File: src/rtl/match_sequencer_pkg.sv
// Shared definitions for the match sequencer: phase encodings, winner codes and
// small score helpers used by the FSM and the prescaler.
package match_sequencer_pkg;

  typedef enum logic [2:0] {
    PH_IDLE       = 3'd0,
    PH_KICKOFF    = 3'd1,
    PH_PLAY       = 3'd2,
    PH_GOAL_PAUSE = 3'd3,
    PH_OVER       = 3'd4
  } phase_e;

  localparam logic [1:0] WINNER_NONE = 2'b00;
  localparam logic [1:0] WINNER_BLUE = 2'b01;
  localparam logic [1:0] WINNER_RED  = 2'b10;
  localparam logic [1:0] WINNER_DRAW = 2'b11;

  localparam int DEFAULT_MATCH_SECONDS = 180;

  // Score array indices, also the bit positions in the goal vector
  localparam int TEAM_BLUE = 0;
  localparam int TEAM_RED  = 1;

  function automatic logic [6:0] sat_inc(input logic [6:0] score, input logic [6:0] limit);
    return (score >= limit) ? score : score + 7'd1;
  endfunction

  function automatic logic [1:0] decide_winner(input logic [6:0] blue, input logic [6:0] red);
    if (blue > red)
      return WINNER_BLUE;
    else if (red > blue)
      return WINNER_RED;
    return WINNER_DRAW;
  endfunction

  function automatic int count_width(input int n);
    return (n > 1) ? $clog2(n) : 1;
  endfunction

endpackage

File: src/rtl/match_sequencer_tick.sv
// One-second tick generator: counts 0..CLK_FREQ_HZ-1 and flags the terminal count.
// The synchronous clear restarts the second so a fresh phase gets a full period.
module sec_tick_gen
  import match_sequencer_pkg::*;
#(
  parameter int CLK_FREQ_HZ = 50_000_000
) (
  input  logic clk,
  input  logic rst,
  input  logic clr,
  output logic tick
);

  localparam int CW = count_width(CLK_FREQ_HZ);
  localparam logic [CW-1:0] TERM = CW'(CLK_FREQ_HZ - 1);

  logic [CW-1:0] count_reg;

  assign tick = (count_reg == TERM);

  always_ff @(posedge clk) begin
    if (rst || clr)
      count_reg <= '0;
    else if (tick)
      count_reg <= '0;
    else
      count_reg <= count_reg + 1'b1;
  end

endmodule

File: src/rtl/match_sequencer.sv
// Match-level sequencer: game phase FSM, match clock, kickoff/pause countdown and
// both score registers. All outputs come straight from registers.
module match_sequencer
  import match_sequencer_pkg::*;
#(
  parameter int CLK_FREQ_HZ        = 50_000_000,
  parameter int MATCH_SECONDS      = DEFAULT_MATCH_SECONDS,
  parameter int KICKOFF_SECONDS    = 3,
  parameter int GOAL_PAUSE_SECONDS = 2,
  parameter int SCORE_MAX          = 99,
  parameter int WIN_SCORE          = 0
) (
  input  logic       clk,
  input  logic       rst,
  input  logic       start_req,
  input  logic       blue_goal,
  input  logic       red_goal,
  output logic       play_en,
  output logic       pos_reset,
  output logic [2:0] phase,
  output logic [3:0] countdown,
  output logic [7:0] time_left,
  output logic [6:0] blue_score,
  output logic [6:0] red_score,
  output logic       game_over,
  output logic [1:0] winner
);

  localparam logic [7:0] MATCH_INIT   = 8'(MATCH_SECONDS);
  localparam logic [3:0] KICKOFF_INIT = 4'(KICKOFF_SECONDS);
  localparam logic [3:0] PAUSE_INIT   = 4'(GOAL_PAUSE_SECONDS);
  localparam logic [6:0] SCORE_LIMIT  = 7'(SCORE_MAX);

  phase_e     state_reg, state_next;
  logic       start_q_reg;
  logic       start_rise;
  logic       tick;
  logic       phase_change;
  logic       goal;
  logic       final_tick;
  logic       win_reached;
  logic [1:0] goal_vec;

  logic [3:0] countdown_reg, countdown_next;
  logic [7:0] time_left_reg, time_left_next;
  logic [6:0] score_reg  [2];
  logic [6:0] score_next [2];
  logic [6:0] score_inc  [2];

  logic       play_en_reg;
  logic       pos_reset_reg;
  logic       game_over_reg;
  logic [1:0] winner_reg;

  assign start_rise = start_req & ~start_q_reg;
  assign goal_vec   = {red_goal, blue_goal};
  assign goal       = |goal_vec;
  assign final_tick = tick && (time_left_reg == 8'd1);

  // Candidate post-goal score per team; only committed while in PLAY
  for (genvar gi = 0; gi < 2; gi++) begin : g_team
    assign score_inc[gi] = goal_vec[gi] ? sat_inc(score_reg[gi], SCORE_LIMIT) : score_reg[gi];
  end

  if (WIN_SCORE != 0) begin : g_win
    localparam logic [6:0] WIN_LIMIT = 7'(WIN_SCORE);
    assign win_reached = goal &&
                         ((score_inc[TEAM_BLUE] >= WIN_LIMIT) || (score_inc[TEAM_RED] >= WIN_LIMIT));
  end else begin : g_no_win
    assign win_reached = 1'b0;
  end

  sec_tick_gen #(
    .CLK_FREQ_HZ(CLK_FREQ_HZ)
  ) u_sec_tick (
    .clk (clk),
    .rst (rst),
    .clr (phase_change),
    .tick(tick)
  );

  always_comb begin
    state_next     = state_reg;
    countdown_next = countdown_reg;
    time_left_next = time_left_reg;
    score_next[0]  = score_reg[0];
    score_next[1]  = score_reg[1];

    unique case (state_reg)
      PH_IDLE: begin
        if (start_rise) begin
          state_next     = PH_KICKOFF;
          time_left_next = MATCH_INIT;
          score_next[0]  = '0;
          score_next[1]  = '0;
        end
      end
      PH_KICKOFF: begin
        if (tick) begin
          if (countdown_reg == 4'd1)
            state_next = PH_PLAY;
          else
            countdown_next = countdown_reg - 4'd1;
        end
      end
      PH_PLAY: begin
        score_next[0] = score_inc[0];
        score_next[1] = score_inc[1];
        if (tick)
          time_left_next = time_left_reg - 8'd1;
        // Match end wins over a goal pause; a goal on the final tick still scores
        if (final_tick || win_reached)
          state_next = PH_OVER;
        else if (goal)
          state_next = PH_GOAL_PAUSE;
      end
      PH_GOAL_PAUSE: begin
        if (tick) begin
          if (countdown_reg == 4'd1)
            state_next = PH_KICKOFF;
          else
            countdown_next = countdown_reg - 4'd1;
        end
      end
      PH_OVER: begin
        if (start_rise)
          state_next = PH_IDLE;
      end
      default: state_next = PH_IDLE;
    endcase

    if (state_next != state_reg) begin
      unique case (state_next)
        PH_KICKOFF:    countdown_next = KICKOFF_INIT;
        PH_GOAL_PAUSE: countdown_next = PAUSE_INIT;
        default:       countdown_next = '0;
      endcase
    end
  end

  assign phase_change = (state_next != state_reg);

  always_ff @(posedge clk) begin
    if (rst) begin
      state_reg     <= PH_IDLE;
      start_q_reg   <= 1'b0;
      countdown_reg <= '0;
      time_left_reg <= MATCH_INIT;
      for (int i = 0; i < 2; i++)
        score_reg[i] <= '0;
    end else begin
      state_reg     <= state_next;
      start_q_reg   <= start_req;
      countdown_reg <= countdown_next;
      time_left_reg <= time_left_next;
      for (int i = 0; i < 2; i++)
        score_reg[i] <= score_next[i];
    end
  end

  // Decoded outputs are registered from the next state so they line up with phase
  always_ff @(posedge clk) begin
    if (rst) begin
      play_en_reg   <= 1'b0;
      pos_reset_reg <= 1'b0;
      game_over_reg <= 1'b0;
      winner_reg    <= WINNER_NONE;
    end else begin
      play_en_reg   <= (state_next == PH_PLAY);
      pos_reset_reg <= phase_change && (state_next == PH_KICKOFF);
      game_over_reg <= (state_next == PH_OVER);
      winner_reg    <= (state_next == PH_OVER) ?
                       decide_winner(score_next[TEAM_BLUE], score_next[TEAM_RED]) : WINNER_NONE;
    end
  end

  assign play_en    = play_en_reg;
  assign pos_reset  = pos_reset_reg;
  assign phase      = state_reg;
  assign countdown  = countdown_reg;
  assign time_left  = time_left_reg;
  assign blue_score = score_reg[TEAM_BLUE];
  assign red_score  = score_reg[TEAM_RED];
  assign game_over  = game_over_reg;
  assign winner     = winner_reg;

endmodule

File: config.mk
export PLATFORM = sky130hd
export DESIGN_NAME = match_sequencer
export DESIGN_NICKNAME = d
export VERILOG_FILES = /design/src/rtl/match_sequencer_pkg.sv /design/src/rtl/match_sequencer_tick.sv /design/src/rtl/match_sequencer.sv
export SDC_FILE = /design/constraint.sdc
export NUM_CORES = 1
export LEC_CHECK = 0
export ABC_CLOCK_PERIOD_IN_PS = 6500
export CAP_MARGIN = 10
export CELL_PAD_IN_SITES_DETAIL_PLACEMENT = 0
export CELL_PAD_IN_SITES_GLOBAL_PLACEMENT = 1
export CORE_MARGIN = 2
export CORE_UTILIZATION = 30
export CTS_CLUSTER_DIAMETER = 200
export DETAILED_ROUTE_END_ITERATION = 16
export PLACE_DENSITY = 0.58
export SYNTH_ARGS = -nofsm -noshare
export SYNTH_HDL_FRONTEND = slang
export SYNTH_SLANG_ARGS = --single-unit
File: constraint.sdc
create_clock -name clk -period 6.5 [get_ports clk]
set_clock_uncertainty 0.2 [all_clocks]
set_input_delay 0.65 -clock clk [delete_from_list [all_inputs] [get_ports clk]]
set_output_delay 0.65 -clock clk [all_outputs]
set_load 0.01 [all_outputs]
# Word-level counts from Yosys, hierarchy flattened
# Memory sizes are Yosys's and may differ from the RTL's.
# Cells that the tools add are included.
totals:
  ff_bits: 47
  mem_bits_rw: 14
  input_bits: 5
  word_cells: 86
  memories: 1
memory_table:
  columns: ["memory", "words", "width", "rd", "rd_clocked_by_memory_dff", "wr", "line", "source"]
  rows:
  - ["score_reg", 2, 7, 2, 0, 2, "match_sequencer.sv:46", "logic [6:0] score_reg [2];"]
op_classes:
  addsub: 5
  n_lt_le_gt_ge: 4
  eq_ne: 15
  muxes: 34
  bitwise_logic: 5
  n_reduce_logical: 13
op_table:
  columns: ["operator", "n"]
  rows:
  - ["7-bit two-way mux", 6]
  - ["14-bit case mux with 2 select lines", 1]
  - ["26-bit by 1-bit adder with 26-bit output, second input constant", 1]
  - ["26-bit equality test, second input constant", 1]
  - ["3-bit two-way mux", 8]
  - ["4-bit two-way mux", 4]
  - ["8-bit two-way mux", 2]
  - ["8-bit case mux with 2 select lines", 1]
  - ["3-bit case mux with 5 select lines", 1]
  - ["7-bit by 1-bit adder with 7-bit output, second input constant", 2]
  - ["7-bit greater-or-equal comparator, second input constant", 2]
  - ["7-bit > comparator", 2]
  - ["14-bit two-way mux", 1]
  - ["3-bit by 2-bit equality test with 1-bit output, second input constant", 4]
  - ["8-bit by 1-bit equality test with 1-bit output, second input constant", 1]
  - ["2-bit OR reduction", 4]
  - ["8-bit by 1-bit subtractor with 8-bit output, second input constant", 1]
  - ["3-bit by 1-bit equality test with 1-bit output, second input constant", 2]
  - ["3-bit equality test, second input constant", 2]
  - ["1-bit two-way mux", 6]
  - ["2-bit two-way mux", 3]
  - ["2-bit != test, second input constant", 3]
  - ["3-bit AND reduction", 2]
  - ["2-bit nonzero test", 3]
  - ["other kinds (10)", 13]

# Longest topological paths before layout
# Gate-level depths: netlist (run 1).
# An unclocked memory read counts as a cell.
depth:
  word_depth: 10
  depth_mapped: 13

# Hierarchy
# A second synthesis (run 1) with hierarchy kept.
hier_totals:
  cells_unflattened: 368
  hier_area_um2: 3275.6
by_module_without_submodules:
  columns: ["mod", "instances", "cells_per_inst", "area_each_um2", "seq_area_each_um2"]
  rows:
  - ["match_sequencer", 1, 226, 2006.9, 700.7]
  - ["sec_tick_gen", 1, 142, 1268.7, 520.5]

# Worst setup path after synthesis (run 1)
# Ideal clock, no wire load.
synth_timing:
  kind: "reg-to-reg"
  from: "memory score_reg[0][0]"
  to: "register winner_reg[0] (netlist: winner[0])"
  t_arrival_ps: 2553
  required_ps: 6214
  setup_slack_ps: 3660
  stages_incl_launch_ff: 12
  period_less_slack_ps: 2840
  path_cell_list: "dfxtp_1 -> ha_1 -> a211o_1 -> o311ai_2 -> and3_2 -> nand4_1 -> mux2_2 -> ha_1 -> nand4_1 -> inv_1 -> o2111ai_1 -> a221oi_2"
synth_rtl:
  columns: ["element", "line", "source"]
  rows:
  - ["from (decl)", "match_sequencer.sv:46", null]
  - ["to (signal assigned)", "match_sequencer.sv:172", "winner_reg <= (state_next == PH_OVER) ?"]
  - ["to (decl)", "match_sequencer.sv:53", "logic [1:0] winner_reg;"]

==> results of run 1 <==
==> per-stage QoR <==
| step | total power [uW] | utilization [%] | instances | cell area [um2] |
|---|---|---|---|---|
| final | 729 | 37.1 | 549 | 3810 |
| after global routing | 763 | 37.1 | 549 | 3810 |
| after CTS | 741 | 37.1 | 549 | 3810 |
| after detailed placement | 448 | 35.5 | 534 | 3650 |
| after global placement | 449 | 35.5 | 534 | 3650 |
| after floorplan | 432 | - | 369 | 3160 |
==> synth_stat cells, types with 2 or more instances <==
cell,number
inv_1,13
nand3_1,18
a21oi_1,13
nor2b_1,13
o2111ai_1,2
xnor2_1,12
buf_6,4
ha_1,13
and2_1,4
a31oi_1,2
nor2_1,57
o31a_1,2
nand2b_1,3
nor4_1,4
nand4_1,12
and3_1,2
nand3b_1,2
and4_1,5
nand2_1,31
nor3_1,14
o21ai_0,9
dfxtp_1,61
mux2i_1,4
o211ai_1,8
xor2_1,22
a211oi_1,2
clkbuf_1,5
==> power breakdown <==
group / internal [uW] / switching (uW) / total [uW]
combinational: 21.3 / 33.0 / 54.3
clock: 146 / 143 / 289
sequential: 379 / 5.93 / 385
==> routing by layer <==
metal | vias to the layer above | track usage (%) | share of wire [%]
met4 | 0 | 6.12 | 1.3
met2 | 46 | 20.4 | 44
met5 | - | 0 | 0
met1 | 1201 | 18.8 | 51
li1 | 1391 | - | -
met3 | 7 | 3.65 | 4.2
==> worst paths after layout <==
kind	start	to	slack [ns]
setup / recovery	start_req	winner[0]	2.75
hold / removal	u_sec_tick.count_reg[0]	u_sec_tick.count_reg[0]	0.26
setup reg to reg	phase[1]	winner[0]	3.14
hold reg to reg	u_sec_tick.count_reg[0]	u_sec_tick.count_reg[0]	0.26
==> logic make-up (layout without fill, tap and decap cells) <==
family                   Yosys count  in the layout
XOR/XNOR                          34             34
buffers and inverters             23             67
multiplexers                       6              6
adder cells (fa/ha/maj)           14             14
flip-flops                        61             61
AND/OR/NAND/NOR                  178            178
AO/OA/AOI/OAI                     53             53
==> final cells by class <==
| cell class | count | area (um2) | share of cell area, % |
|---|---|---|---|
| multi-input cells | 285 | 1820 | 47.8 |
| flip-flops and latches | 61 | 1220 | 32.1 |
| repair buffers | 39 | 388 | 10.2 |
| well taps | 136 | 170 | 4.47 |
| clock buffers | 13 | 149 | 3.91 |
| inverters | 13 | 48.8 | 1.28 |
| clock inverters | 2 | 10.0 | 0.263 |
==> reports/qor.csv, run 1 <==
metric;value;unit
status;finished, final reports clean;
cts_buffers;9;
synth_xor_area_share;9.41;%
cp-start-kind;input pin;
synth.avg_cell_area;8.58;um2
ys_types;59;
start_util;30.8;%
synth_top_flop_cell;dfxtp_1;
layout_commonest_cell;dfxtp_1;
insertion_delay;0.34;ns
worst_pin_slew;1.10;ns
fp.dieW;107;um
synth_simple_gate_area_share;28.5;%
post-cts-setup-buffers;0;
yosysWarnings;0;
p_leak;0.00133;uW
power.density;191;mW/mm2
cp.buffers_inverters;1;
synth_cells;369;
cp-end-kind;flip-flop;
finalSetupTns;0;ns
drv_cap;0;
cts_tree;yes;
crit_type;in -> reg;
portBuffers;38;
grt_util_all_layers;13.8;%
grt_pass1_vias;2465;
synth_top_area_share;38.6;%
fp-row-count;37;
pre_cts_slack;2.44;ns
dieHeight;107;um
r2r_cells;9;
min_path_cells;1;
max_freq;0.266;GHz
core_area;0.0103;mm2
drive_above_1_share;7.26;%
hold_violations;0;
hp-class;reg -> reg;
cp_top_family;simple AND/OR/NAND/NOR gates;
period_needed;3.75;ns
post_drt_wl_per_cell;13.4;um
dr_total_vias;2645;
muxShareOfSynthArea;2.10;%
rsz0062_at_grt;no;
vias_per_cell;4.82;
ctsResizeCount;0;
syn-num-nets;387;
setup_viol;0;
cp.arrival;3.82;ns
mostFrequentLayoutCells;61 x dfxtp_1, 57 x nor2_1, 38 x clkdlybuf4s50_1, 31 x nand2_1, 22 x xor2_1;
cts-root-buf;clkbuf_8;
gp_congestion;0.782;
worstPathRequired;6.56;ns
synth-compound-area-share;12.1;%
largest_reg_flops;26;
cp_cell_sequence;clkdlybuf4s50_1 > nor2b_1 > o21ai_0 > nor2_1 > nor2_1 > a32o_1 > ha_1 > a21oi_1 > a21oi_1 > maj3_2 > a221oi_2;
first_pass_iters;4;
path_depth;11;
synth_top_family_by_area;simple AND/OR/NAND/NOR gates;
diodes;0;
pin_count;39;
clockBufferDepth;2;
cp_slowest_cell;nor2_1;
antenna_found_initial;0;
h-tree-depth;3;
setup_ws;2.75;ns
ys_async_sr_fraction;0;%
grt_max_degree;28;
grt.overflow.total;0;
dr.first_iter.drc_count;74;
clkSinkCount;61;
maxSlewHeadroom;26.4;%
synth_seq_area_share;38.6;%
synth-seq-cells;61;
dp_hpwl;5240;um
synthAdderAreaFrac;5.50;%
synth_largest_area_cell;dfxtp_1;
netlist_top_cells_area;dfxtp_1 39%, nor2_1 6.8%, xor2_1 6.1%, ha_1 5.1%, nand2_1 3.7%;
ir_worst_vdd;0.0648;mV
synth_enable_flop_cells;0;
final_max_slew_viol_count;0;
layout.nets;427;
fillCellCount;1090;
die-area;0.0114;mm2
fin_hold_ws;0.257;ns
period_share;57.8;%
clk_pin_slew;0.07;ns
drc;0;
hold_buffers;0;
postRouteAntennaNets;0;
drt-total-wl;7360;um
crit_fanout;15;
syn2layout_area_growth;20.4;%
slowest_delay;0.79;ns
grt_pass1_wl;12400;um
syn-cell-area;0.00316;mm2
Power figures use the tool's default switching activity.
==> run 2, diff against run 1 <==
--- a/config.mk
+++ b/config.mk
@@ -5,7 +5,7 @@
 export SDC_FILE = /design/constraint.sdc
 export NUM_CORES = 1
 export LEC_CHECK = 0
-export ABC_CLOCK_PERIOD_IN_PS = 6500
+export ABC_CLOCK_PERIOD_IN_PS = 3860
 export CAP_MARGIN = 10
 export CELL_PAD_IN_SITES_DETAIL_PLACEMENT = 0
 export CELL_PAD_IN_SITES_GLOBAL_PLACEMENT = 1
==> constraint.sdc (replaced) <==
create_clock -name clk -period 3.86 [get_ports clk]
set_clock_uncertainty 0.2 [all_clocks]
set_input_delay 0.386 -clock clk [delete_from_list [all_inputs] [get_ports clk]]
set_output_delay 0.386 -clock clk [all_outputs]
set_load 0.01 [all_outputs]
==> run 2 against run 1 <==
  * Critical path type is now reg -> reg
  * Sequential share of layout area shrank 0.68 points
  * First-iteration DRC count shrank 34%
  * Count of clock-buffer cells in the layout is the same
==> reports/qor.csv, run 2 (same netlist as run 1, synthesis figures left out) <==
metric;value;unit
utilization;37.9;%
fp.dieW;107;um
cts-root-buf;clkbuf_8;
antenna_found_initial;0;
ctsResizeCount;0;
r2r_cells;11;
insertion_delay;0.35;ns
clk_pin_slew;0.08;ns
power.density;348;mW/mm2
post-cts-setup-buffers;0;
syn2layout_area_growth;23.0;%
drt-total-wl;7570;um
ir_worst_vdd;0.139;mV
die-area;0.0114;mm2
cp-end-kind;flip-flop;
setup_viol;0;
finalSetupTns;0;ns
fp-row-count;37;
period_needed;3.05;ns
portBuffers;38;
dr.first_iter.drc_count;49;
min_path_cells;1;
ff2ff_setup_slack;0.81;ns
diodes;0;
vias_per_cell;4.89;
cp-start-kind;flip-flop;
p_leak;0.00137;uW
start_util;30.8;%
grt_pass1_vias;2578;
worstPathRequired;3.93;ns
drv_cap;0;
final_max_slew_viol_count;0;
largest_reg_flops;26;
pre_cts_slack;0.645;ns
post_drt_wl_per_cell;13.7;um
hp-start;u_sec_tick.count_reg[0];
cp.arrival;3.12;ns
dr_total_vias;2710;
hp-class;reg -> reg;
use_met2;21.4;%
core_area;0.0103;mm2
period_share;79.0;%
first_pass_iters;4;
max_freq;0.328;GHz
postRouteAntennaNets;0;
grt.overflow.total;0;
hold_violations;0;
mostFrequentLayoutCells;61 x dfxtp_1, 57 x nor2_1, 38 x clkdlybuf4s50_1, 31 x nand2_1, 22 x xor2_1;
maxSlewHeadroom;47.9;%
layout.nets;431;
pin_count;39;
clockBufferDepth;2;
worst_pin_slew;0.776;ns
grt_pass1_wl;12600;um
min_to;u_sec_tick.count_reg[0];
grt_max_degree;26;
grt-busiest-layer;met2;
gp_congestion;0.837;
r2r-end;winner[0];
h-tree-depth;3;
clkSinkCount;61;
cts_buffers;9;
grt_use_met1;18.7;%
setup_ws;0.810;ns
rsz0062_at_grt;no;
crit_type;reg -> reg;
met3_usage;2.67;%
status;finished, final reports clean;
crit_fanout;8;
layout_commonest_cell;dfxtp_1;
dieHeight;107;um
cts_tree;yes;
r2r_start;score_reg[0][0];
dp_hpwl;5570;um
grt_util_all_layers;14.1;%
drive_above_1_share;8.85;%
drc;0;
hold_buffers;0;
==> run 2: layout make-up <==
cell class              instances  area [um2]
fillers                      1069        6380
multi-input cells             285        1820
clock inverters                 3        42.5
clock buffers                  13         169
well taps                     136         170
inverters                      13        48.8
flip-flops and latches         61        1220
repair buffers                 43         418
==> run 2: how the worst max path moves through the flow <==
stage | startpoint | end | slack [ns] | cells after the start
final | score_reg[0][0] | winner[0] | 0.81 | 11
after global routing | score_reg[0][0] | winner[1] | 0.54 | 13
after CTS | score_reg[0][0] | winner[0] | 0.81 | 11
after detailed placement | start_req | winner[0] | 0.64 | 11
after global placement | start_req | winner[0] | 0.77 | 11
after floorplan | score_reg[0][0] | winner[0] | 1.02 | 11
==> run 2: stage by stage <==
step / instance area (um2) / power [uW] / std cells / hold WS, ns
2_1_floorplan: 3160 / 727 / 369 / 0.226
3_3_place_gp: 3680 / 760 / 538 / 0.245
3_5_place_dp: 3680 / 759 / 538 / 0.247
4_1_cts: 3890 / 1380 / 554 / 0.264
5_1_grt: 3890 / 1410 / 554 / 0.288
6_report: 3890 / 1360 / 554 / 0.262
==> run 2: layer usage <==
metal | vias to the layer above | share of wire, %
met5 | - | 0
met4 | 0 | 2.5
met3 | 13 | 2.8
met2 | 37 | 43
met1 | 1267 | 52
li1 | 1393 | -
==> run 2: power breakdown <==
group	total, uW	internal (uW)	leakage [uW]	switching [uW]
Combinational	94.9	39.3	0.000776	55.7
Clock	612	350	0.000106	261
Sequential	649	639	0.000493	10.2
==> run 2: critical path: stages (launching register included) <==
cell	delay, ns
dfxtp_1	0.39
ha_1	0.25
a211o_1	0.24
o311ai_2	0.23
and3_2	0.27
nand4_1	0.11
mux2_2	0.32
ha_1	0.28
nand4_1	0.12
inv_1	0.14
o2111ai_1	0.14
a221oi_2	0.29
